## src/rtl/alu_nibble_seq.sv

```systemverilog
// alu_nibble_seq: runs one 8-bit ALU op through a 4-bit core chain
// in two nibble phases (low, then high) and assembles Z80 flags.
module alu_nibble_seq (
    input  logic       clk,
    input  logic       nreset,
    input  logic       start,
    input  logic [1:0] op,
    input  logic       use_cy,
    input  logic       cf_in,
    input  logic [7:0] a,
    input  logic [7:0] b,
    output logic [3:0] core_op1,
    output logic [3:0] core_op2,
    output logic       core_cy_in,
    output logic       core_R,
    output logic       core_S,
    output logic       core_V,
    input  logic [3:0] core_result,
    input  logic       core_cy_out,
    output logic       busy,
    output logic       done,
    output logic [7:0] result,
    output logic       sf,
    output logic       zf,
    output logic       hf,
    output logic       pvf,
    output logic       cf
);

    localparam logic [1:0] OP_ADD = 2'd0;
    localparam logic [1:0] OP_XOR = 2'd1;
    localparam logic [1:0] OP_AND = 2'd2;
    localparam logic [1:0] OP_OR  = 2'd3;

    typedef enum logic [1:0] {
        S_IDLE = 2'd0,
        S_LO   = 2'd1,
        S_HI   = 2'd2
    } state_t;

    state_t     state_q;
    logic [7:0] a_q;
    logic [7:0] b_q;
    logic [1:0] op_q;
    logic       cin0_q;
    logic       hcy_q;
    logic [3:0] lo_q;
    logic       busy_q;
    logic       done_q;
    logic [7:0] result_q;
    logic       sf_q;
    logic       zf_q;
    logic       hf_q;
    logic       pvf_q;
    logic       cf_q;

    logic [7:0] res_d;
    logic       sf_d;
    logic       zf_d;
    logic       hf_d;
    logic       pvf_d;
    logic       cf_d;

    logic [3:0] op1_d;
    logic [3:0] op2_d;
    logic       cy_d;
    logic       r_d;
    logic       s_d;
    logic       v_d;

    // Core chain drive: nibble select by phase, controls from latched op.
    always_comb begin
        op1_d = 4'h0;
        op2_d = 4'h0;
        cy_d  = 1'b0;
        r_d   = 1'b0;
        s_d   = 1'b0;
        v_d   = 1'b0;
        if (state_q == S_LO || state_q == S_HI) begin
            if (state_q == S_LO) begin
                op1_d = a_q[3:0];
                op2_d = b_q[3:0];
            end else begin
                op1_d = a_q[7:4];
                op2_d = b_q[7:4];
            end
            case (op_q)
                OP_ADD: begin
                    cy_d = (state_q == S_LO) ? cin0_q : hcy_q;
                end
                OP_XOR: begin
                    r_d = 1'b1;
                end
                OP_AND: begin
                    s_d  = 1'b1;
                    cy_d = 1'b1;
                end
                OP_OR: begin
                    r_d = 1'b1;
                    s_d = 1'b1;
                    v_d = 1'b1;
                end
                default: begin
                    cy_d = 1'b0;
                end
            endcase
        end
    end

    // Final result and flags, valid while in the high-nibble phase.
    always_comb begin
        res_d = {core_result, lo_q};
        sf_d  = res_d[7];
        zf_d  = (res_d == 8'h00);
        hf_d  = 1'b0;
        cf_d  = 1'b0;
        pvf_d = ~^res_d;
        case (op_q)
            OP_ADD: begin
                hf_d  = hcy_q;
                cf_d  = core_cy_out;
                pvf_d = (a_q[7] == b_q[7]) && (res_d[7] != a_q[7]);
            end
            OP_AND: begin
                hf_d = 1'b1;
            end
            default: begin
                hf_d = 1'b0;
            end
        endcase
    end

    // Sequencer: capture, low phase, high phase, publish.
    always_ff @(posedge clk) begin
        if (!nreset) begin
            state_q  <= S_IDLE;
            a_q      <= 8'h00;
            b_q      <= 8'h00;
            op_q     <= OP_ADD;
            cin0_q   <= 1'b0;
            hcy_q    <= 1'b0;
            lo_q     <= 4'h0;
            busy_q   <= 1'b0;
            done_q   <= 1'b0;
            result_q <= 8'h00;
            sf_q     <= 1'b0;
            zf_q     <= 1'b0;
            hf_q     <= 1'b0;
            pvf_q    <= 1'b0;
            cf_q     <= 1'b0;
        end else begin
            done_q <= 1'b0;
            case (state_q)
                S_IDLE: begin
                    if (start) begin
                        a_q     <= a;
                        b_q     <= b;
                        op_q    <= op;
                        cin0_q  <= (op == OP_ADD) & use_cy & cf_in;
                        busy_q  <= 1'b1;
                        state_q <= S_LO;
                    end
                end
                S_LO: begin
                    lo_q    <= core_result;
                    hcy_q   <= core_cy_out;
                    state_q <= S_HI;
                end
                S_HI: begin
                    result_q <= res_d;
                    sf_q     <= sf_d;
                    zf_q     <= zf_d;
                    hf_q     <= hf_d;
                    pvf_q    <= pvf_d;
                    cf_q     <= cf_d;
                    done_q   <= 1'b1;
                    busy_q   <= 1'b0;
                    state_q  <= S_IDLE;
                end
                default: begin
                    busy_q  <= 1'b0;
                    state_q <= S_IDLE;
                end
            endcase
        end
    end

    assign core_op1   = op1_d;
    assign core_op2   = op2_d;
    assign core_cy_in = cy_d;
    assign core_R     = r_d;
    assign core_S     = s_d;
    assign core_V     = v_d;
    assign busy       = busy_q;
    assign done       = done_q;
    assign result     = result_q;
    assign sf         = sf_q;
    assign zf         = zf_q;
    assign hf         = hf_q;
    assign pvf        = pvf_q;
    assign cf         = cf_q;

endmodule

```

## config.mk

```make
export PLATFORM = sky130hd
export DESIGN_NAME = alu_nibble_seq
export DESIGN_NICKNAME = d
export VERILOG_FILES = /design/src/rtl/alu_nibble_seq.sv
export SDC_FILE = /design/constraint.sdc
export NUM_CORES = 1
export LEC_CHECK = 0
export CAP_MARGIN = 20
export CORE_MARGIN = 1
export CORE_UTILIZATION = 49
export CTS_BUF_LIST = sky130_fd_sc_hd__clkbuf_8
export DETAILED_ROUTE_END_ITERATION = 10
export PLACE_DENSITY_LB_ADDON = 0.12
export SETUP_SLACK_MARGIN = 0.3
export SYNTH_ARGS = -nofsm -noshare
export SYNTH_HDL_FRONTEND = slang
export SYNTH_SLANG_ARGS = --single-unit
```

## constraint.sdc

```tcl
create_clock -name clk -period 1.85 [get_ports clk]
set_clock_uncertainty 0.1 [all_clocks]
set_input_delay 0.37 -clock clk [delete_from_list [all_inputs] [get_ports clk]]
set_output_delay 0.37 -clock clk [all_outputs]
set_load 0.02 [all_outputs]
```

# Yosys cells after proc, flatten, opt, wreduce, memory -nomap -nowiden

Cells that the tools add are included.
Widths: inputs -> output; s select.

Multiplexer cells: 21
$lt $le $gt $ge: 0
Bitwise logic cells: 3
$mul: 0
Eq/ne operators: 8
Div/mod/pow operators: 0
Shifts and indexed selects: 0
$add $sub $neg: 0
Reduce and logical (&&, ||, !) cells: 11

Operators by type and width:

| kind               | number |
|---|---|
| $mux 4             | 4 |
| $mux 1             | 12 |
| $logic_not 8->1    | 1 |
| $reduce_xnor 8->1  | 1 |
| $eq 2x2->1 const B | 3 |
| $logic_not 2->1    | 3 |
| $pmux 1 s2         | 3 |
| $eq 2x1->1 const B | 2 |
| $pmux 2 s2         | 1 |
| $reduce_and 2->1   | 2 |
| $reduce_or 2->1    | 2 |
| $and 1x1->1        | 2 |
| $mux 2             | 1 |
| $ne 2x2->1 const B | 1 |
| $eq 1x1->1         | 1 |
| $logic_and 1x1->1  | 1 |
| $logic_or 1x1->1   | 1 |
| $ne 1x1->1         | 1 |
| $not 1->1          | 1 |

Memory bits (read-only): 0
Memories: 0
Bits in writable memories: 0
Register bits: 41
Output and inout port bits: 27
Latch bits: 0
Input port bits: 28
Logic and storage cells: 58

# Logic depth before layout (Yosys ltp)

Depth in word-level cells: 4
Mapped depth: 7
Mapped depth without buffers: 6

# Worst setup path before layout

Ideal clock, no wire load.

Path type: reg-to-output
Start: register state_q[1]
End: output port core_cy_in
Setup slack: -0.113 ns
Cell stages (with the launch flop): 7
Data arrival time: 1.493 ns
Buffers on the path: 2
Required time: 1.380 ns
Path through: dfxtp_1 inv_1 ha_1 buf_4 buf_4 a211oi_1 nor3b_1

Word-level cells in the longest chain between the ends: 4
Elaborated cells on any way between the ends: 6
Those cells by class: eq/ne: 2; mux: 3; reduce/logical: 1

RTL lines:

| item                     | RTL line | text |
|---|---|---|
| start: declaration       | 41       | `state_t state_q;` |
| start signal: assignment | 136      | `state_q <= S_IDLE;` |
| start signal: assignment | 161      | `state_q <= S_LO;` |
| start signal: assignment | 167      | `state_q <= S_HI;` |
| $eq 2x1->1               | 79, 89   |  |
| $mux 1                   | 89       | `cy_d = (state_q == S_LO) ? cin0_q : hcy_q;` |
| $pmux 1 s2               | 87       | `case (op_q)` |
| $mux 1 (*)               | 79       | `if (state_q == S_LO \|\| state_q == S_HI) begin` |
| end: declaration         | 14       | `output logic core_cy_in,` |

Mark *: on every way between the ends. The rest lies on a longest branch, timed or not.

# Worst setup path in the final report

Ends and elaborated chain as after synthesis.

==> results by group <==
Critical path
  – Crit path buf inv count: 3
  – Worst Path Arrival: 1.48 ns
  – Slowest cell on the critical path: dfxtp_2
  – CP Max Fanout: 6
  – Crit path capture type: output pin
  – CP Launch Point: state_q[1]$_SDFFE_PN0P_
  – Cell family with most CP delay: buffers and inverters
  – Nature of the critical path startpoint: register
  – Reg2reg start: lo_q[0]$_SDFFE_PN0N_
  – Critical Path RT: 1.38 ns
  – Critical path type: reg -> out
  – Worst path cell trace: inv_2 > ha_4 > buf_8 > nor2b_4 > a211oi_2 > nor3b_2 > buf_4
  – CP peak stage delay: 0.34 ns

GRT
  – Global-route wire length before repair: 7.07 mm
  – Initial antenna violation count: 0
  – Pin count of the biggest net entering global routing: 40
  – Total gr overflow: 0
  – Vias in the first global route: 1536
  – Met1 Use GR: 28.1%
  – GR Layer Usage met3: 4.40%
  – Routing usage on met2: 37.6%
  – Overall Global Routing Usage: 22.3%
  – Grt peak-use layer: met2

Clock tree
  – CTS max path bufs: 2
  – Clk_lat worst skew: 0.29 ns
  – Root buf cell: clkbuf_8
  – Sink Count: 40
  – H-Tree Depth: 2
  – Worst-path clk slew: 0.08 ns
  – Hold buffer count at CTS: 0
  – CTS tree: done
  – TritonCTS Buffers: 5

Timing
  – Fin Setup TNS: -0.852 ns
  – Setup slack after layout: -0.105 ns
  – Upper clock frequency limit: 512 MHz
  – Slew @ Worst Pin: 0.284 ns
  – Unrepaired setup endpoints after global routing: yes
  – Slew margin rel.: 81.0%
  – Endpoints failing hold: 0
  – Final Max Slew Viols: 0
  – # setup viols final: 12
  – Period utilization: 106%
  – Fin crit period: 1.95 ns

Route
  – Antenna-violating nets left: 0
  – Vias per cell: 4.89
  – Pre-antenna DRT Iters: 4
  – DRC violations left: 0
  – Routed WL per cell: 12.7 um
  – Via count: 1604
  – Drt total wl: 4.15 mm
  – Initial DRC Count: 67

Synth
  – Post-synth EDFFs: 0
  – Main synth FF type: dfxtp_1
  – Mapped cell area: 1910 sq um
  – Number of synthesis warnings: 0
  – Avg Inst Size Synth: 9.10 sq um
  – Share of flip-flops with an asynchronous set or reset: 0%
  – Synth top area share: 41.9%
  – Cells after Synth: 210
  – Mapped Nets: 247
  – Netlist cell types: 30
  – Flip-flop and latch count after synthesis: 40
  – Synth area leader: dfxtp_1
  – Top-count cell post-synth: dfxtp_1
  – Synth area leaders: dfxtp_1 (42%), mux2i_1 (12%), nor2b_1 (7.9%), nand2_1 (7.7%), ha_1 (5.9%)
  – Seq/Total Area, Yosys: 41.9%
  – Post-synth top cells: dfxtp_1 (40), nand2_1 (39), nor2b_1 (24), mux2i_1 (23), inv_1 (13)

Floorplanning
  – Die X: 64.4 um
  – Die Y: 64.4 um
  – Cell row count: 22
  – Core area: 3690 sq um
  – Die ar.: 4150 sq um
  – Top Ports: 55
  – Initial Util: 51.8%

Placed design
  – DP HPWL: 2.73 mm
  – GPL Wtd Cong: 0.809
  – # port buffers: 54
  – DP Cell Count: 315

Min path
  – Hold Crit Start: cf$_SDFFE_PN0P_
  – Worst hold path class: reg -> reg

Outcome
  – Outcome: complete, but fails checks
  – Violated checks: negative setup slack

Finish
  – Diodes inserted: 0
  – Share of layout cells above drive strength 1: 26.1%
  – FILL cells: 271
  – Final non-filler cell total: 328
  – Final core utilization: 79.2%
  – Nets: 316
  – Area Overhead vs Synth: 52.8%

Pwr
  – Leakage: 0.00120 uW
  – Pwr Density: 833 nW/um^2
  – Peak supply drop: 0.583 mV
  – Total chip power: 2430 uW

Run
  – Max-Cap Viols: 0
-- layout by cell type (no fill, tap or decap), types with 10 or more instances in the layout --
master and n:
a21boi_0 10, a21boi_1 11, buf_4 18, clkdlybuf4s50_1 23, dfxtp_1 35, dlygate4sd2_1 19, inv_1 11, mux2i_1 15
nand2_1 38, nor2b_1 15
-- layout make-up --
cell class	count	area, sq um	share of cell area (%)
Multi-Input combinational cell	144	1200	41.1
Sequential cell	40	810	27.7
Timing Repair Buffer	75	713	24.4
Clock buffer	5	68.8	2.36
Tap cell	48	60.1	2.06
Inverter	13	48.8	1.67
Clock inverter	3	18.8	0.643
-- power by group --
group	switching, uW	internal [uW]
sequential	64.8	939
combinational	389	474
clock	303	263
-- worst paths after layout --
path | to | slack, ns | cells past startpoint
min reg2reg | cf$_SDFFE_PN0P_ | 0.38 | 2
max reg2reg | pvf$_SDFFE_PN0P_ | 0.39 | 5
min | cf$_SDFFE_PN0P_ | 0.38 | 2
max | core_cy_in | -0.10 | 7
-- cells by family (layout without fill, tap and decap cells) --
logic type,Yosys count,count (layout),synth area share (%)
mux,23,23,12.0
xor+xnor,3,3,1.38
simple gates,81,81,21.4
compound gates,28,28,10.8
fa+ha+maj,9,9,5.89
flops,40,40,41.9
buf+inv,26,96,6.55
-- per-layer routing --
metal / up-vias / part of all wire, % / wire length [um]
li1: 818 / - / -
met1: 742 / 45 / 1880
met2: 37 / 49 / 2040
met3: 7 / 3.8 / 159
met4: 0 / 1.7 / 71
met5: - / 0 / 0
-- worst register-to-register path: stages (launching register included) --
cell	delay (ns)
dfxtp_2	0.35
inv_1	0.05
ha_1	0.29
xor2_1	0.21
xnor2_1	0.13
o311ai_2	0.24
-- registers in the layout, indices dropped and copies added, names as in the netlist --
| name | cells |
|---|---|
| result | 8 |
| hf | 1 |
| b_q | 8 |
| pvf | 1 |
| cin0_q | 1 |
| a_q | 8 |
| done | 1 |
| busy | 1 |
| cf | 1 |
| op_q | 2 |
| zf | 1 |
| hcy_q | 1 |
| lo_q | 4 |
| state_q | 2 |
-- through the flow --
step | hold WS [ns] | area [sq um] | setup slack [ns]
finish | 0.381 | 2920 | -0.105
global route | 0.396 | 2920 | -0.183
CTS | 0.377 | 2890 | -0.109
detailed placement | 0.345 | 2670 | -0.265
global placement | 0.342 | 2670 | -0.190
floorplan | 0.334 | 2020 | 0.179
-- repair_timing --
item,in CTS,in global routing
pin swaps,5,1
buffers inserted,4,1
cloned,0,0
gates resized for setup,108,9
setup endpoints to repair,39,14
(Power assumes the default switching activity.)
